**src/rtl/dbus_arbiter.sv**
```systemverilog
// rtl/dbus_arbiter.sv - data-bus arbiter sharing one req/ack memory port between the CPU M stage and DMA
// One transaction in flight at a time; CPU is favoured until DMA has been passed over STARVE_LIMIT times.
module dbus_arbiter #(
  parameter int STARVE_LIMIT = 4
) (
  input  logic        clk,
  input  logic        reset,
  input  logic        cpu_req,
  input  logic [31:0] cpu_addr,
  input  logic [31:0] cpu_wdata,
  input  logic [3:0]  cpu_byteen,
  output logic [31:0] cpu_rdata,
  output logic        cpu_done,
  output logic        cpu_stall,
  input  logic        dma_req,
  input  logic [31:0] dma_addr,
  input  logic [31:0] dma_wdata,
  input  logic [3:0]  dma_byteen,
  output logic [31:0] dma_rdata,
  output logic        dma_done,
  output logic        mem_req,
  output logic [31:0] mem_addr,
  output logic [31:0] mem_wdata,
  output logic [3:0]  mem_byteen,
  input  logic        mem_ack,
  input  logic [31:0] mem_rdata
);

  typedef enum logic [1:0] {IDLE, CPU_XFER, DMA_XFER, DONE} state_e;

  localparam logic [3:0] LIMIT = 4'(STARVE_LIMIT);

  state_e      state_q;
  logic [3:0]  starve_q;
  logic [3:0]  starve_d;
  logic        mem_req_q;
  logic [31:0] mem_addr_q;
  logic [31:0] mem_wdata_q;
  logic [3:0]  mem_byteen_q;
  logic        cpu_done_q;
  logic        dma_done_q;
  logic [31:0] cpu_rdata_q;
  logic [31:0] dma_rdata_q;

  logic cpu_want;
  logic dma_want;
  logic dma_wins;

  // A master still seeing its done pulse has already been served.
  assign cpu_want = cpu_req & ~cpu_done_q;
  assign dma_want = dma_req & ~dma_done_q;
  assign dma_wins = dma_want & (~cpu_want | (starve_q == LIMIT));

  always_comb begin
    starve_d = starve_q;
    if (dma_wins) begin
      starve_d = 4'd0;
    end else if (cpu_want) begin
      if (!dma_want) begin
        starve_d = 4'd0;
      end else if (starve_q != LIMIT) begin
        starve_d = starve_q + 4'd1;
      end
    end
  end

  always_ff @(posedge clk) begin
    if (reset) begin
      state_q      <= IDLE;
      starve_q     <= 4'd0;
      mem_req_q    <= 1'b0;
      mem_addr_q   <= 32'd0;
      mem_wdata_q  <= 32'd0;
      mem_byteen_q <= 4'd0;
      cpu_done_q   <= 1'b0;
      dma_done_q   <= 1'b0;
      cpu_rdata_q  <= 32'd0;
      dma_rdata_q  <= 32'd0;
    end else begin
      cpu_done_q <= 1'b0;
      dma_done_q <= 1'b0;
      case (state_q)
        IDLE: begin
          if (cpu_want || dma_want) begin
            starve_q  <= starve_d;
            mem_req_q <= 1'b1;
            if (dma_wins) begin
              mem_addr_q   <= dma_addr;
              mem_wdata_q  <= dma_wdata;
              mem_byteen_q <= dma_byteen;
              state_q      <= DMA_XFER;
            end else begin
              mem_addr_q   <= cpu_addr;
              mem_wdata_q  <= cpu_wdata;
              mem_byteen_q <= cpu_byteen;
              state_q      <= CPU_XFER;
            end
          end
        end
        CPU_XFER: begin
          if (mem_ack) begin
            cpu_rdata_q <= mem_rdata;
            cpu_done_q  <= 1'b1;
            mem_req_q   <= 1'b0;
            state_q     <= DONE;
          end
        end
        DMA_XFER: begin
          if (mem_ack) begin
            dma_rdata_q <= mem_rdata;
            dma_done_q  <= 1'b1;
            mem_req_q   <= 1'b0;
            state_q     <= DONE;
          end
        end
        DONE: begin
          state_q <= IDLE;
        end
        default: begin
          state_q <= IDLE;
        end
      endcase
    end
  end

  assign mem_req    = mem_req_q;
  assign mem_addr   = mem_addr_q;
  assign mem_wdata  = mem_wdata_q;
  assign mem_byteen = mem_byteen_q;
  assign cpu_done   = cpu_done_q;
  assign dma_done   = dma_done_q;
  assign cpu_rdata  = cpu_rdata_q;
  assign dma_rdata  = dma_rdata_q;
  assign cpu_stall  = cpu_req & ~cpu_done_q;

endmodule
```
**config.mk**
```make
export PLATFORM = sky130hd
export DESIGN_NAME = dbus_arbiter
export DESIGN_NICKNAME = d
export VERILOG_FILES = /design/src/rtl/dbus_arbiter.sv
export SDC_FILE = /design/constraint.sdc
export NUM_CORES = 1
export LEC_CHECK = 0
export CORE_ASPECT_RATIO = 1.2
export CORE_MARGIN = 3
export CORE_UTILIZATION = 35
export CTS_CLUSTER_SIZE = 14
export DETAILED_ROUTE_END_ITERATION = 10
export GPL_TIMING_DRIVEN = 0
export PLACE_DENSITY = 0.75
export SETUP_SLACK_MARGIN = 0.2
export SLEW_MARGIN = 15
export SYNTH_ARGS = -nofsm -noshare
export SYNTH_HDL_FRONTEND = slang
export SYNTH_SLANG_ARGS = --single-unit
```
**constraint.sdc**
```tcl
create_clock -name clk -period 1.8 [get_ports clk]
set_input_delay 0.27 -clock clk [delete_from_list [all_inputs] [get_ports clk]]
set_output_delay 0.27 -clock clk [all_outputs]
set_load 0.02 [all_outputs]
```
# [After elaboration in Yosys (flattened, before gate mapping)]
# Index checks and enable logic that the tools add are counted.
[word_totals] regBits=141 out_inout_bits=136 word_cells=56
[op_classes] n_mux=15 bitwise=9 n_eq_ne=8 addsub=1 reduce_logical=13
[op_table] op="$mux W32" n=2
[op_table] op="$mux W4" n=5
[op_table] op="$reduce_and A2 Y1" n=4
[op_table] op="$mux W2" n=3
[op_table] op="$pmux W2 S3" n=1
[op_table] op="$reduce_or A2 Y1" n=3
[op_table] op="$not A1 Y1" n=5
[op_table] op="$add A4 B1 Y4 const B" n=1
[op_table] op="$eq A2 B2 Y1 const B" n=2
[op_table] op="$eq A4 B3 Y1 const B" n=1
[op_table] op="$ne A4 B3 Y1 const B" n=1
[op_table] op="$reduce_and A4 Y1" n=1
[op_table] op="$reduce_bool A2 Y1" n=2
[op_table] op="$and A1 B1 Y1" n=3
[op_table] op="$mux W1" n=3
[op_table] op="$ne A3 B1 Y1 const B" n=1
[op_table] op="$reduce_and A3 Y1" n=1
[op_table] op="$eq A2 B1 Y1 const B" n=1
[op_table] op="$logic_not A2 Y1" n=1
[op_table] op="$ne A2 B1 Y1 const B" n=1
[op_table] op="$ne A2 B2 Y1 const B" n=1
[op_table] op="$pmux W1 S2" n=1
[op_table] op="$logic_or A1 B1 Y1" n=1
[op_table] op="$or A1 B1 Y1" n=1

# [Logic depth before layout (Yosys ltp)]
[logic_depth] ltp_word=8 mapped_depth=8

# [Least setup slack after synthesis]
# Ideal clock, no wire load.
[synth_path] path_type="reg-to-reg" startpoint="reg starve_q[0]" endpoint="reg mem_wdata_q[11] (netlist: mem_wdata[11])" stages_incl_launch_ff=9 n_path_buf=2 slack_ns=0.170 arrival_time_ns=1.512 setup_ns=0.119 synth_period_minus_slack_ns=1.630 path_cell_list="dfxtp_1 > inv_1 > ha_1 > and3b_1 > nand2_1 > nand3_2 > buf_2 > buf_6 > o221a_2"
[synth_between] elab_chain_len=4
[synth_rtl] item="start, declared" line="34" rtl="logic [3:0] starve_q;"
[synth_rtl] item="start signal, assigned" line="85" rtl="starve_q <= starve_d;"
[synth_rtl] item="$eq A4 B3 Y1" line="52" rtl="assign dma_wins = dma_want & (~cpu_want | (starve_q == LIMIT));"
[synth_rtl] item="$or A1 B1 Y1" line="52"
[synth_rtl] item="$and A1 B1 Y1" line="52"
[synth_rtl] item="$mux W32" line="87" rtl="if (dma_wins) begin"
[synth_rtl] item="end signal, assigned" line="89" rtl="mem_wdata_q <= dma_wdata;"
[synth_rtl] item="end signal, assigned" line="94" rtl="mem_wdata_q <= cpu_wdata;"
[synth_rtl] item="end, declared" line="38" rtl="logic [31:0] mem_wdata_q;"
# Every way passes these cells.
# A chain may end at the register's enable or synchronous reset.

# [Worst setup path in the final report]
[layout_path] startpoint="reg starve_q[0]" endpoint="reg starve_q[0]"
[layout_between] elab_chain_len=5
[layout_rtl] item="$add A4 B1 Y4 / $eq A4 B3 Y1 (equally long branches)" line="62, 52"
[layout_rtl] item="$mux W4 / $or A1 B1 Y1 (equally long branches)" line="61, 52"
[layout_rtl] item="$mux W4 / $and A1 B1 Y1 (equally long branches)" line="59, 52"
[layout_rtl] item="$mux W4 (tied with other cells)" line="58" rtl="end else if (cpu_want) begin"
[layout_rtl] item="$mux W4 / $reduce_and A4 Y1 (equally long branches)"
# Several ways; a longest one is shown, not always the timed one. The select of a mux whose other input is x is not followed.

==> impl_metrics.json <==
{
  "synthXorXnorAreaFrac_pct": 0,
  "fin_util_pct": 68.4,
  "coreArea_um2": 15600,
  "ys_seq_area_share_pct": 50.3,
  "wirelength_um": 21400,
  "worst_setup_path_start_kind": "flip-flop",
  "dp_hpwl_um": 14500,
  "insertion_delay_ps": 420,
  "antenna_found_initial": 0,
  "slew_headroom_pct": 61.9,
  "io_pins": 309,
  "grt_pass1_wl_um": 31500,
  "drtPass1Iterations": 6,
  "place.gp.congestion": 0.803,
  "yosysTopAreaCell": "dfxtp_1",
  "hp-start": "mem_rdata[29]",
  "end_kind": "flip-flop",
  "drc": 0,
  "cts_sinks": 141,
  "max_cap_viol_count": 0,
  "status": "completed",
  "drt-initial-drc-count": 283,
  "combinationalPowerShare_pct": 47.8,
  "cp_max_fo": 2,
  "die_w_um": 122,
  "clk_pin_slew_ps": 60,
  "synthCells": 645,
  "multi_input_area_um2": 2900,
  "timing.rr.start": "starve_q[0]$_SDFFE_PP0P_",
  "synth_top_family_by_area": "compound AO/OA/AOI/OAI gates",
  "power.density_nw_per_um2": 1450,
  "synth_compound_area_share_pct": 27.5,
  "root_buffer": "clkbuf_16",
  "critPathRequiredTime_ps": 2080,
  "final_nets": 1190,
  "initial_core_util_pct": 35.9,
  "hp-class": "in2reg",
  "synthSimpleGateAreaFrac_pct": 11.6,
  "worst_slew_pin_slew_ps": 566,
  "register_area_um2": 2830,
  "slew_violations": 0,
  "die-area_um2": 17600,
  "post-route-period-util_pct": 95.5,
  "synthAdderAreaFrac_pct": 1.34,
  "max_freq_mhz": 582,
  "holdWs_ps": 428,
  "fill_cells": 1275,
  "drive_above_1_share_pct": 19.9,
  "internal_power_mw": 9.98,
  "cts.path.max_buffers": 2,
  "cts_buffers": 17,
  "cp-startpoint": "starve_q[0]$_SDFFE_PP0P_",
  "ant_nets": 0,
  "cts_hold_buffers": 0,
  "synth_top_area_share_pct": 50.3,
  "setup_violations": 0,
  "port-buffer-count": 308,
  "worst_ir_drop_vdd_v": 0.000791,
  "yosys_warnings": 0,
  "viasPerCell": 4.89,
  "arrival_ps": 2000,
  "min_period_ps": 1720,
  "yosys.cell_types.count": 33,
  "overflow": 0,
  "cts.htree.levels": 4,
  "via_count": 6027,
  "final_cells": 1232,
  "syn-num-nets": 824,
  "avgSynthCellArea_um2": 8.70,
  "synthMuxAreaShare_pct": 0,
  "power_frac_seq_pct": 28.4,
  "synthTopCellsByArea": "dfxtp_1 (50%), o221a_2 (14%), nand2_1 (9.1%), o21ai_0 (6.1%), a21oi_1 (5.8%)",
  "p_clk_share_pct": 23.8,
  "syn_area_um2": 5610,
  "switching_share_pct": 35.8,
  "path_class": "reg2reg",
  "chipHeight_um": 145,
  "grt_start_max_net_pins": 17,
  "grt_usage_pct": 22.8,
  "hold_viol": 0,
  "ys_seq_elements": 141,
  "n_antenna_cell": 0,
  "grt_pass1_vias": 5973,
  "fin_tns_setup_ps": 0,
  "cts_tree": "yes",
  "rsz0062_at_grt": "true",
  "core.rowCount": 50,
  "drt-wirelength-per-cell_um": 17.4,
  "area_delta_synth_final_pct": 90.7,
  "power_leakage_nw": 4.68,
  "dp_cells": 1161,
  "skew_ps": 8.42,
  "p_sw_mw": 5.56
}
## path summary, 6_finish.rpt
check	end	slack, ps	cells past startpoint
setup / recovery	starve_q[0]$_SDFFE_PP0P_	80	12
hold reg to reg	cpu_rdata[9]$_SDFFE_PP0P_	450	2
hold / removal	dma_rdata[29]$_SDFFE_PP0P_	430	3
setup reg to reg	starve_q[0]$_SDFFE_PP0P_	80	12
## registers in the layout, summed over array words and instances, names as in the netlist
name / cells
cpu_rdata: 32
dma_rdata: 32
mem_addr: 32
mem_wdata: 32
mem_byteen: 4
starve_q: 4
state_q: 2
cpu_done: 1
dma_done: 1
mem_req: 1
## repair_timing
item,in CTS,in global routing
pin swaps,9,7
endpoints found under the setup margin,270,127
gates cloned,7,2
gates resized for setup,241,60
setup buffers,29,1
## routing by layer
metal  up-vias  global-route usage [%]  wire length [um]
met5         -                       0                 0
met1      2798                    26.1              8260
met3        40                    6.92              1520
li1       2962                       -                 -
met4         0                    7.37               552
met2       227                    40.8             11100
## cell usage in the layout, fill, tap and decap left out, types with 2 or more instances in the layout
cell / instances
a21oi_1: 64
and2_1: 2
buf_12: 4
buf_16: 7
buf_2: 12
buf_4: 24
buf_6: 10
buf_8: 9
bufinv_16: 3
clkbuf_1: 7
clkbuf_16: 19
clkbuf_2: 15
clkdlybuf4s50_1: 172
clkinv_4: 3
clkinvlp_4: 2
dfxtp_1: 139
dfxtp_2: 2
dlygate4sd2_1: 135
ha_1: 4
inv_1: 71
inv_2: 4
inv_6: 4
nand2_1: 135
nand3_1: 2
nor2_1: 6
nor2b_1: 2
o21ai_0: 67
o21ai_1: 5
o221a_2: 3
o221a_4: 65
## through the flow
step	setup slack (ps)	power, mW	cell area (um^2)
6_report	81.1	15.5	10700
5_1_grt	26.7	16.3	10700
4_1_cts	94.3	15.0	10400
3_5_place_dp	-442	10.4	8960
3_3_place_gp	-397	10.4	8960
2_1_floorplan	202	7.72	5620
## critical path, cell delays in order (launching register included)
cell,delay (ps)
dfxtp_2,340
inv_2,40
buf_4,130
buf_4,120
buf_4,120
buf_4,120
buf_4,130
buf_4,120
buf_4,120
buf_4,120
buf_4,120
nand3_2,60
a21oi_2,50
## final cells by class
type	instances	area share, %
clock buffers	18	4.10
flip-flops and latches	141	26.4
well taps	208	2.43
multi-input cells	379	27.1
inverters	75	2.63
plain buffers	50	3.44
clock inverters	14	1.71
repair buffers	347	32.2
## logic make-up after synthesis
kind of cell | after synthesis
buffers and inverters | 125
DFF | 141
and+or+nand+nor | 158
AOI/OAI and AO/OA | 215
adders and majority gates | 6
## Yosys cell counts
cell,number
a31o_2,1
o221a_2,68
dfxtp_1,141
o21ai_1,4
and2_2,1
nand4_1,1
nor2b_4,1
ha_1,6
o32ai_1,1
buf_1,6
nand3_1,3
nand2b_4,1
and3b_1,2
o21ai_0,68
clkbuf_1,21
inv_1,74
buf_6,4
inv_2,1
nor2b_1,2
a32oi_1,2
o211ai_1,1
nand3_2,1
buf_2,19
a21oi_1,65
nand2_1,136
nand2b_1,1
and2_1,2
o211ai_2,1
a2bb2oi_1,1
o221a_1,1
o21ai_2,1
nor2_1,7
a31oi_1,1
## power by group through the flow
stage	sequential, mW	combinational (mW)	clock (mW)
after floorplan	5.44	2.28	0
after global placement	4.46	5.90	0
after detailed placement	4.46	5.95	0
after CTS	4.40	6.84	3.75
after global routing	4.50	7.92	3.89
final	4.42	7.42	3.69
(Power assumes the default switching activity.)
